===== config.mk =====
export PLATFORM = sky130hd
export DESIGN_NAME = mantissa_align
export DESIGN_NICKNAME = d
export VERILOG_FILES = /design/src/rtl/mantissa_align.sv
export SDC_FILE = /design/constraint.sdc
export NUM_CORES = 1
export LEC_CHECK = 0
export ABC_AREA = 1
export BUFFER_PORTS_ARGS = -buffer_cell sky130_fd_sc_hd__buf_2
export CAP_MARGIN = 25
export CELL_PAD_IN_SITES_DETAIL_PLACEMENT = 1
export CELL_PAD_IN_SITES_GLOBAL_PLACEMENT = 1
export CORE_MARGIN = 5
export CORE_UTILIZATION = 40
export DETAILED_ROUTE_END_ITERATION = 12
export GPL_ROUTABILITY_DRIVEN = 0
export GPL_TIMING_DRIVEN = 0
export PLACE_DENSITY_LB_ADDON = 0.1
export SYNTH_ARGS = -nofsm -noshare
export SYNTH_HDL_FRONTEND = slang
export SYNTH_SLANG_ARGS = --single-unit

===== constraint.sdc =====
create_clock -name clk -period 6.95 [get_ports clk]
set_input_delay 1.0425 -clock clk [delete_from_list [all_inputs] [get_ports clk]]
set_output_delay 1.0425 -clock clk [all_outputs]
set_load 0.03 [all_outputs]

===== src/rtl/mantissa_align.sv =====
// mantissa_align: orders two FP operands by magnitude and right-aligns the smaller mantissa with guard/sticky.
// Define MANTISSA_ALIGN_STICKY_EN to accumulate sticky; otherwise sticky is tied to 0.
module mantissa_align (
  input  logic        clk,
  input  logic        rst,
  input  logic        in_valid,
  output logic        in_ready,
  input  logic [7:0]  exp_a,
  input  logic [7:0]  exp_b,
  input  logic [23:0] mant_a,
  input  logic [23:0] mant_b,
  output logic        out_valid,
  input  logic        out_ready,
  output logic [7:0]  exp_out,
  output logic [23:0] mant_big,
  output logic [23:0] mant_small,
  output logic        guard,
  output logic        sticky,
  output logic        swapped
);
  typedef enum logic [1:0] {IDLE, SHIFT, DONE} state_t;
  state_t state_q, state_d;
  logic [7:0]  exp_q, exp_d, diff;
  logic [23:0] big_q, big_d, small_q, small_d;
  logic        guard_q, guard_d, swap_q, swap_d, swap_in;
  logic [4:0]  cnt_q, cnt_d;
  always_comb begin
    swap_in = (exp_b > exp_a) || (exp_b == exp_a && mant_b > mant_a);
    diff    = swap_in ? exp_b - exp_a : exp_a - exp_b;
    state_d = state_q;
    exp_d   = exp_q;
    big_d   = big_q;
    small_d = small_q;
    guard_d = guard_q;
    swap_d  = swap_q;
    cnt_d   = cnt_q;
    case (state_q)
      IDLE: if (in_valid) begin
        state_d = SHIFT;
        exp_d   = swap_in ? exp_b : exp_a;
        big_d   = swap_in ? mant_b : mant_a;
        small_d = swap_in ? mant_a : mant_b;
        guard_d = 1'b0;
        swap_d  = swap_in;
        cnt_d   = diff > 8'd25 ? 5'd25 : diff[4:0];
      end
      SHIFT: if (cnt_q == 5'd0) state_d = DONE;
        else begin
          {small_d, guard_d} = {1'b0, small_q};
          cnt_d = cnt_q - 5'd1;
        end
      DONE: if (out_ready) state_d = IDLE;
      default: state_d = IDLE;
    endcase
  end
  always_ff @(posedge clk) begin
    if (rst) begin
      state_q <= IDLE;
      exp_q   <= '0;
      big_q   <= '0;
      small_q <= '0;
      guard_q <= 1'b0;
      swap_q  <= 1'b0;
      cnt_q   <= '0;
    end else begin
      state_q <= state_d;
      exp_q   <= exp_d;
      big_q   <= big_d;
      small_q <= small_d;
      guard_q <= guard_d;
      swap_q  <= swap_d;
      cnt_q   <= cnt_d;
    end
  end
`ifdef MANTISSA_ALIGN_STICKY_EN
  logic sticky_q, sticky_d;
  always_comb begin
    sticky_d = (state_q == IDLE && in_valid) ? 1'b0 :
               (state_q == SHIFT && cnt_q != 5'd0) ? (sticky_q | guard_q) : sticky_q;
  end
  always_ff @(posedge clk) begin
    if (rst) sticky_q <= 1'b0;
    else sticky_q <= sticky_d;
  end
  assign sticky = sticky_q;
`else
  assign sticky = 1'b0;
`endif
  assign in_ready   = state_q == IDLE;
  assign out_valid  = state_q == DONE;
  assign exp_out    = exp_q;
  assign mant_big   = big_q;
  assign mant_small = small_q;
  assign guard      = guard_q;
  assign swapped    = swap_q;
endmodule


==> results_dict.tcl <==
set metrics [dict create \
    start_util 0.412 \
    outcome "complete, no violations" \
    cts-buffers-inserted 9 \
    clk_latency_ns 0.34 \
    dr.pass1.iters 6 \
    cellLeakagePower_uw 0.00286 \
    grt_max_degree 11 \
    synth_top_area_cell "dfxtp_1" \
    synth_ff_type "dfxtp_1" \
    antenna_cells 0 \
    syn_area_um2 4520 \
    via_per_inst 5.38 \
    report.final.slew_viol_count 0 \
    drt_iter0_drc 180 \
    setup_violations 0 \
    synthCells 643 \
    dpl.hpwl_um 12700 \
    period_minus_slack_ns 3.16 \
    dieWidth_um 116 \
    row_count 38 \
    yosys_warnings 0 \
    r2r_cells 7 \
    dp_slack_ns 3.42 \
    finalHoldViolations 0 \
    yosys-top-cells-area "dfxtp_1 29%, nand2_1 13%, ha_1 11%" \
    tns_ns 0 \
    syn_nets 754 \
    die_y_um 116 \
    hold_path_depth 2 \
    synth_seq_cells 65 \
    drive_above_1_share 0.238 \
    drv_cap 0 \
    postCtsResizedCells 0 \
    cts-root-buf "clkbuf_16" \
    grt_pass1_vias 5322 \
    drc 0 \
    dp.cells 910 \
    design_area_um2 5630 \
    max_slew_margin 0.494 \
    worstReg2RegStart "state_q[1]" \
    r2r_end "mant_small[14]" \
    track_usage 0.245 \
    end_kind "flop" \
    worstPathCellList "buf_2 -> inv_1 -> ha_1 -> nand2_1 -> nor2_1 -> nand4_1 -> nor2_1 -> nand2_1 -> nand3_1 -> nand2_1 -> nand2_2 -> nand2_4 -> inv_2 -> clkbuf_1 -> nand2_1 -> a31oi_1" \
    r2r_slack_ns 4.70 \
    peakVddDrop_uv 196 \
    avgSynthCellArea_um2 7.03 \
    port_buffers 127 \
    holdCritStartpoint "guard" \
    fmax_mhz 316 \
    synth.most_common_cell "nand2_1" \
    fin_skew_ns 0.00687 \
    cts_setup_buffers 0 \
    crit_type "in -> reg" \
    clock_path_buffers 2 \
    rsz0062_at_grt "false" \
    antenna_found_initial 0 \
    yosys-top-cells-count "156 x nand2_1, 70 x inv_1, 65 x dfxtp_1" \
    worstPathRequired_ns 7.22 \
    cpMostUsedCell "nand2_1" \
    critPathArrivalTime_ns 3.43 \
    tritoncts "yes" \
    synthToLayoutAreaGrowth_pct 24.5 \
    clk_pin_slew_ns 0.06 \
    tightest_slew_ns 0.759 \
    hold_path_end "guard" \
    dieArea_um2 13500 \
    synth_cell_type_count 32 \
    clock_sinks 65 \
    vias 4983 \
    final_cells 926 \
    antenna_left 0 \
    finalWorstSetupSlack_ns 3.79 \
    powerDensity_nw_per_um2 264 \
    slowest_delay_ns 0.54 \
    synthArstFlopShare 0 \
    synth.top_cell.area_share 0.288 \
    fin_crit_sh 0.455 \
    cp-start-kind "input port" \
    h-tree-depth 3 \
    routed_wl_um 16100 \
    hp-class "reg -> reg" \
    ctsHoldBuffers 0 \
    worstPathMaxFanout 10 \
    ys_seq_area_frac 0.288 \
    synth_edf_count 0 \
    nets 892 \
    grt_pass1_wl_um 26100 \
    io-pin-count 129 \
    core_um2 11000 \
    grt-ovfl-total 0 \
    wire_per_inst_um 17.4 \
    place_area_um2 5330 \
    cpMaxStageDelayCell "clkbuf_1" \
]
[cells in the final DEF (no fill, tap or decap), types with 2 or more instances in the layout]
master     synthesis  routed
nor2_1            22      22
inv_1             70      70
o21ai_1           18      18
a21oi_2            4       4
nand2_2            4       4
o211ai_2          17      17
a21o_1             3       3
o211ai_1           7       7
inv_2              2       2
nor2_2             2       2
nand3_1           23      23
dfxtp_1           65      65
a21oi_1           45      45
buf_4              3       3
a31oi_1           39      39
buf_6              6       6
nand2_1          156     156
xnor2_1            3       3
o21ai_0           63      63
fa_1               2       2
clkbuf_16          0       9
xor2_1             6       6
buf_2              5     132
clkbuf_8           0       4
clkbuf_1          26      28
ha_1              41      41
nand4_1            4       4
[cell families (layout without fill, tap and decap cells)]
family | Yosys count | count (layout) | share of synthesized area
adders and majority gates | 43 | 43 | 0.122
xor gates and xnor gates | 9 | 9 | 0.0174
buffers and inverters | 112 | 255 | 0.107
other | 1 | 1 | 0.000829
AOI/OAI and AO/OA | 199 | 199 | 0.272
DFF | 65 | 65 | 0.288
and+or+nand+nor | 214 | 214 | 0.193
[per-layer routing]
| metal | GRT usage | up-vias | routed length (um) |
|---|---|---|---|
| li1 | - | 2444 | - |
| met1 | 0.291 | 2395 | 6820 |
| met2 | 0.443 | 123 | 8290 |
| met3 | 0.0368 | 21 | 744 |
| met4 | 0.0897 | 0 | 275 |
| met5 | 0 | - | 0 |
[metrics by stage]
step	utilization	hold WS, ns	total power, uW
6_report	0.513	0.471	1490
5_1_grt	0.513	0.515	1580
4_1_cts	0.513	0.476	1500
3_5_place_dp	0.486	0.463	1040
3_3_place_gp	0.486	0.459	1020
2_1_floorplan	-	0.504	851
[cell type report]
class	instances	area (um^2)
Fill cell	1494	5350
Buffer	40	213
Tap cell	140	175
Multi-Input combinational cell	466	2740
Inverter	72	270
Timing Repair Buffer	127	636
Sequential cell	65	1300
Clock buffer	15	288
Clock inverter	1	7.51
[how the worst max path moves through the flow]
stage | startpoint | to | slack (ns) | cells after the start
after global routing | mant_a[13] | mant_big[20] | 3.50 | 16
final | mant_a[13] | mant_big[20] | 3.79 | 16
after floorplan | exp_b[0] | cnt_q[0] | 4.04 | 17
after CTS | mant_a[13] | mant_big[20] | 3.78 | 16
after global placement | mant_a[15] | mant_big[20] | 3.48 | 16
after detailed placement | mant_a[15] | mant_big[20] | 3.42 | 16
[registers in the layout, summed over array words and instances (netlist names)]
signal	cells
exp_out	8
state_q	2
cnt_q	5
mant_small	24
guard	1
swapped	1
mant_big	24
[critical path, delay by kind of cell]
| kind | cells | cell delay, ns |
|---|---|---|
| AND/OR/NAND/NOR | 10 | 1.06 |
| buffers and inverters | 4 | 0.84 |
| adder cells (fa/ha/maj) | 1 | 0.31 |
| AO/OA/AOI/OAI | 1 | 0.17 |
[power by group]
part	total, uW	leakage [uW]	switching, uW	internal, uW
clock network	456	0.000142	175	281
logic	565	0.00218	387	178
registers	467	0.000539	38.1	429
(Power assumes the default switching activity.)
